===== config.mk =====
export PLATFORM = sky130hd
export DESIGN_NAME = led_pattern_gen
export DESIGN_NICKNAME = d
export VERILOG_FILES = /design/src/rtl/led_pattern_pkg.sv /design/src/rtl/led_tick_prescaler.sv /design/src/rtl/led_pattern_gen.sv
export SDC_FILE = /design/constraint.sdc
export NUM_CORES = 1
export LEC_CHECK = 0
export ABC_AREA = 1
export CORE_MARGIN = 4
export CORE_UTILIZATION = 50
export CTS_CLUSTER_DIAMETER = 120
export DETAILED_ROUTE_END_ITERATION = 10
export PLACE_DENSITY = 0.68
export REMOVE_ABC_BUFFERS = 1
export SYNTH_ARGS = -nofsm -noshare
export SYNTH_HDL_FRONTEND = slang
export SYNTH_SLANG_ARGS = --single-unit

===== constraint.sdc =====
create_clock -name clk -period 1.9 [get_ports clk]
set_input_delay 0.57 -clock clk [delete_from_list [all_inputs] [get_ports clk]]
set_output_delay 0.57 -clock clk [all_outputs]
set_load 0.05 [all_outputs]

===== src/rtl/led_pattern_pkg.sv =====
// ============================================================================
// Module : led_pattern_pkg
// Brief  : Shared mode and direction encodings for the LED pattern generator.
// Rev    : 1.0 - initial release
// ============================================================================
`default_nettype none

package led_pattern_pkg;

    typedef enum logic [1:0] {
        MODE_BINARY  = 2'd0,
        MODE_SCAN    = 2'd1,
        MODE_BREATHE = 2'd2,
        MODE_OFF     = 2'd3
    } mode_t;

    typedef enum logic {
        DIR_UP   = 1'b0,
        DIR_DOWN = 1'b1
    } dir_t;

endpackage

`default_nettype wire


===== src/rtl/led_tick_prescaler.sv =====
// ============================================================================
// Module : led_tick_prescaler
// Brief  : Divides clk by DIV and emits a registered one-cycle tick pulse.
// Rev    : 1.0 - initial release
// ============================================================================
`default_nettype none

module led_tick_prescaler #(
    parameter int DIV = 262144
) (
    input  logic clk,
    input  logic rst_n,
    input  logic enable,
    output logic tick
);

    localparam int              c_CW  = $clog2(DIV);
    localparam logic [c_CW-1:0] c_MAX = c_CW'(DIV - 1);

    logic [c_CW-1:0] r_presc;
    logic            r_tick;

    always_ff @(posedge clk or negedge rst_n) begin
        if (!rst_n) begin
            r_presc <= '0;
            r_tick  <= 1'b0;
        end else if (enable) begin
            r_tick  <= (r_presc == c_MAX);
            r_presc <= (r_presc == c_MAX) ? '0 : r_presc + 1'b1;
        end else begin
            r_tick  <= 1'b0;
        end
    end

    assign tick = r_tick;

endmodule

`default_nettype wire


===== src/rtl/led_pattern_gen.sv =====
// ============================================================================
// Module : led_pattern_gen
// Brief  : Programmable LED pattern generator (binary / scan / breathe / off).
//          Define LED_ACTIVE_LOW_EN for boards with active-low LEDs.
// Rev    : 1.0 - initial release
// ============================================================================
`default_nettype none

module led_pattern_gen
    import led_pattern_pkg::*;
#(
    parameter int NUM_LEDS = 8,
    parameter int DIV      = 262144,
    parameter int PWM_W    = 4
) (
    input  logic                clk,
    input  logic                rst_n,
    input  logic                enable,
    input  logic [1:0]          mode,
    output logic                tick,
    output logic [NUM_LEDS-1:0] leds
);

    localparam int                   c_POS_W    = (NUM_LEDS > 1) ? $clog2(NUM_LEDS) : 1;
    localparam logic [c_POS_W-1:0]   c_POS_MAX  = c_POS_W'(NUM_LEDS - 1);
    localparam logic [PWM_W-1:0]     c_DUTY_MAX = '1;
    localparam logic [NUM_LEDS-1:0]  c_ONE      = NUM_LEDS'(1);
`ifdef LED_ACTIVE_LOW_EN
    localparam logic [NUM_LEDS-1:0]  c_INV      = '1;
`else
    localparam logic [NUM_LEDS-1:0]  c_INV      = '0;
`endif

    mode_t               r_active_mode;
    logic [NUM_LEDS-1:0] r_step;
    logic [c_POS_W-1:0]  r_pos;
    dir_t                r_scan_dir;
    logic [PWM_W-1:0]    r_duty;
    dir_t                r_breathe_dir;
    logic [PWM_W-1:0]    r_pwm_cnt;
    logic [NUM_LEDS-1:0] r_leds;
    logic [NUM_LEDS-1:0] w_leds;
    logic                w_tick;

    led_tick_prescaler #(
        .DIV    (DIV)
    ) u_prescaler (
        .clk    (clk),
        .rst_n  (rst_n),
        .enable (enable),
        .tick   (w_tick)
    );

    always_ff @(posedge clk or negedge rst_n) begin
        if (!rst_n) begin
            r_active_mode <= MODE_BINARY;
            r_step        <= '0;
            r_pos         <= '0;
            r_scan_dir    <= DIR_UP;
            r_duty        <= '0;
            r_breathe_dir <= DIR_UP;
            r_pwm_cnt     <= '0;
        end else begin
            r_pwm_cnt <= r_pwm_cnt + 1'b1;
            if (w_tick) begin
                // A mode change consumes its tick; the new pattern starts from its origin.
                if (mode_t'(mode) != r_active_mode) begin
                    r_active_mode <= mode_t'(mode);
                    r_step        <= '0;
                    r_pos         <= '0;
                    r_scan_dir    <= DIR_UP;
                    r_duty        <= '0;
                    r_breathe_dir <= DIR_UP;
                end else begin
                    case (r_active_mode)
                        MODE_BINARY: r_step <= r_step + 1'b1;
                        MODE_SCAN: begin
                            if (NUM_LEDS > 1) begin
                                if (r_scan_dir == DIR_UP) begin
                                    if (r_pos == c_POS_MAX) begin
                                        r_scan_dir <= DIR_DOWN;
                                        r_pos      <= r_pos - 1'b1;
                                    end else begin
                                        r_pos      <= r_pos + 1'b1;
                                    end
                                end else begin
                                    if (r_pos == '0) begin
                                        r_scan_dir <= DIR_UP;
                                        r_pos      <= r_pos + 1'b1;
                                    end else begin
                                        r_pos      <= r_pos - 1'b1;
                                    end
                                end
                            end
                        end
                        MODE_BREATHE: begin
                            if (r_breathe_dir == DIR_UP) begin
                                if (r_duty == c_DUTY_MAX) begin
                                    r_breathe_dir <= DIR_DOWN;
                                    r_duty        <= r_duty - 1'b1;
                                end else begin
                                    r_duty        <= r_duty + 1'b1;
                                end
                            end else begin
                                if (r_duty == '0) begin
                                    r_breathe_dir <= DIR_UP;
                                    r_duty        <= r_duty + 1'b1;
                                end else begin
                                    r_duty        <= r_duty - 1'b1;
                                end
                            end
                        end
                        default: ;
                    endcase
                end
            end
        end
    end

    always_comb begin
        w_leds = '0;
        case (r_active_mode)
            MODE_BINARY:  w_leds = r_step;
            MODE_SCAN:    w_leds = c_ONE << r_pos;
            MODE_BREATHE: w_leds = {NUM_LEDS{r_pwm_cnt < r_duty}};
            default:      w_leds = '0;
        endcase
    end

    // Polarity is applied before the register so the pad sees a flop directly.
    always_ff @(posedge clk or negedge rst_n) begin
        if (!rst_n) begin
            r_leds <= c_INV;
        end else begin
            r_leds <= w_leds ^ c_INV;
        end
    end

    assign leds = r_leds;
    assign tick = w_tick;

endmodule

`default_nettype wire


==> flow_metrics.env <==
export IMPL_status="finished, final reports clean"
export IMPL_power_mw=2.05
export IMPL_worst_hold_slack_ns=0.181
export IMPL_grt_overflow=0
export IMPL_wl_met2_um=2600
export IMPL_nNetsFinal=386
export IMPL_tns_ns=0
export IMPL_rsz0062_at_grt="false"
export IMPL_seq_area_um2=1250
export IMPL_grtUsageTotal_pct=17.0
export IMPL_htreeDepth=2
export IMPL_coreArea_um2=5510
export IMPL_fp_dieW_um=83.3
export IMPL_hold_viol_final=0
export IMPL_die_area_um2=6930
export IMPL_hold_path_class="input port to asynchronous set/reset pin"
export IMPL_yosys_most_used_dff="dfrtp_1"
export IMPL_synth_common_cells="nand2_1, dfrtp_1, inv_1, nor2_1, nand3_1"
export IMPL_grt_pass1_wl_um=9830
export IMPL_skew_ns=0.00573
export IMPL_drc=0
export IMPL_slew_violations=0
export IMPL_cts_tree="yes"
export IMPL_clkLatencyLatePin_ns=0.30
export IMPL_antenna_found_initial=0
export IMPL_yosysTopAreaCell="dfrtp_1"
export IMPL_crit_arrival_ns=1.94
export IMPL_setup_viol=0
export IMPL_num_vias=2155
export IMPL_synth_area_um2=2830
export IMPL_dr_pass1_iters=4
export IMPL_dr_wl_met3_um=150
export IMPL_instances_no_fill=438
export IMPL_top_layer_used="met4"
export IMPL_ctsRootBufferMaster="clkbuf_8"
export IMPL_clkTransAtPathRegs_ns=0.10
export IMPL_row_count=27
export IMPL_min_period_ns=1.76
export IMPL_cp_required_ns=2.08
export IMPL_met1Wirelength_um=2480
export IMPL_synthCells=333
export IMPL_portBuffers=13
export IMPL_wl_um=5260
export IMPL_multi_input_area_um2=1380
export IMPL_cts_resized=0
export IMPL_grt_max_degree=22
export IMPL_vias_per_cell=4.92
export IMPL_final_util_pct=58.7
export IMPL_place_gp_congestion=0.857
export IMPL_filler_cell_count=513
export IMPL_cts_setup_buffers=0
export IMPL_yosysUniqueCellTypes=34
export IMPL_max_clock_path_buffers=2
export IMPL_period_share_pct=92.6
export IMPL_drtIter0Drc=64
export IMPL_cts_made_buffers=5
export IMPL_async_flop_share_pct=100
export IMPL_netlist_top_cells_area="dfrtp_1, nand2_1, ha_1"
export IMPL_ant_nets=0
export IMPL_synth_avg_cell_area_um2=8.51
export IMPL_grt_pass1_vias=2216
export IMPL_vdd_ir_drop_max_v=0.000476
export IMPL_power_density_nw_per_um2=635
export IMPL_synth_edff_count=0
export IMPL_yosysSeqAreaShare_pct=44.2
export IMPL_antennaDiodeCount=0
export IMPL_area_delta_synth_final_pct=14.1
export IMPL_crit_type="flop to flop"
export IMPL_tightest_slew_ns=0.557
export IMPL_layout_drive_gt1_share_pct=15.0
export IMPL_io_pins=14
export IMPL_ys_warn_count=0
export IMPL_worst_setup_path_start_kind="flop"
export IMPL_synth_seq_cells=50
export IMPL_dp_final_hpwl_um=4140
export IMPL_wl_per_cell_um=12.0
export IMPL_leakagePower_nw=1.71
export IMPL_synth_most_common_cell="nand2_1"
export IMPL_max_slew_margin_rel_pct=62.5
export IMPL_initial_core_util_pct=51.4
export IMPL_cts_sinks=50
export IMPL_dp_cells=430
export IMPL_synth_top_area_share_pct=44.2
export IMPL_cts_hold_buf=0
export IMPL_fmax_mhz=568
export IMPL_worstSetupEndpointType="flop"
export IMPL_drv_cap=0
export IMPL_path_max_fanout=5
export IMPL_dieHeight_um=83.3
==> worst max-delay path, cell delays in order, from the launching register on <==
cell and delay, ns:
dfrtp_1 0.41, ha_1 0.23, ha_1 0.20, o21ai_0 0.47, nand2_1 0.10, o211ai_1 0.11, o21ai_0 0.12
==> sequential cells by signal, summed over array words and instances (netlist names) <==
signal and flops:
r_pos 3, r_pwm_cnt 4, r_step 8, u_prescaler.r_presc 18, r_duty 4, r_breathe_dir 1, u_prescaler.tick 1, r_scan_dir 1
leds 8, r_active_mode 2
==> metal layers <==
metal / vias to the layer above / GRT usage (%)
li1: 1123 / -
met3: 3 / 4.07
met4: 0 / 4.01
met2: 23 / 29.0
met5: - / 0
met1: 1006 / 21.6
==> metrics by stage <==
step / area, um2 / worst slack, ns
finish: 3230 / 0.140
global route: 3230 / 0.00746
floorplan: 2820 / 0.386
global placement: 3140 / -0.0949
CTS: 3230 / 0.123
detailed placement: 3140 / -0.121
==> cell type report <==
| type | instances | area share (%) |
|---|---|---|
| clock buffer | 6 | 2.56 |
| timing repair buffer | 26 | 6.97 |
| clock inverter | 2 | 0.387 |
| tap | 72 | 2.79 |
| inverter | 52 | 6.04 |
| multi-input combinational | 230 | 42.5 |
| sequential | 50 | 38.7 |
==> power breakdown <==
group	total (mW)	leakage, nW	switching (mW)	internal (mW)
registers	1.19	0.655	0.0663	1.12
clock network	0.658	0.0472	0.365	0.294
logic	0.203	1.01	0.117	0.0856
total	2.05	1.71	0.548	1.50
==> final timing paths <==
kind | startpoint | end | slack (ns) | cells after the start
worst max-delay path | r_pos[0]$_DFFE_PN0P_ | r_pos[2]$_DFFE_PN0P_ | 0.14 | 6
worst min-delay path | rst_n | leds[7]$_DFF_PN0_ | 0.18 | 1
worst max register to register | r_pos[0]$_DFFE_PN0P_ | r_pos[2]$_DFFE_PN0P_ | 0.14 | 6
worst min register to register | r_pwm_cnt[0]$_DFF_PN0_ | r_pwm_cnt[0]$_DFF_PN0_ | 0.47 | 1
max in group asynchronous | rst_n | u_prescaler.r_presc[1]$_DFFE_PN0P_ | 1.25 | 2
min in group clk | r_pwm_cnt[0]$_DFF_PN0_ | r_pwm_cnt[0]$_DFF_PN0_ | 0.47 | 1
==> logic make-up (layout without fill, tap and decap cells) <==
family	count (synthesis)	in the layout	share of synthesized area (%)
simple gates	156	156	27.0
buf+inv	53	86	7.29
flops	50	50	44.2
compound gates	37	37	7.99
xor+xnor	21	21	6.49
fa+ha+maj	16	16	7.07
==> cells in the final DEF (no fill, tap or decap), types with 2 or more instances in the layout <==
cell              n
nand2_1          76
dfrtp_1          50
inv_1            49
nor2_1           26
nand3_1          22
buf_4            20
xor2_1           17
ha_1             16
o21ai_0          15
nand4_1           6
clkbuf_8          6
a21oi_1           5
a32oi_1           5
nor2_2            5
nor2_4            4
xnor2_1           4
inv_2             3
nand2_2           3
nand2_4           3
nor3_1            3
clkdlybuf4s50_1   3
o211ai_1          2
a22oi_1           2
or2_2             2
o21ai_1           2
o22ai_1           2
buf_12            2
Note: power is estimated with default switching activity, not from simulation.
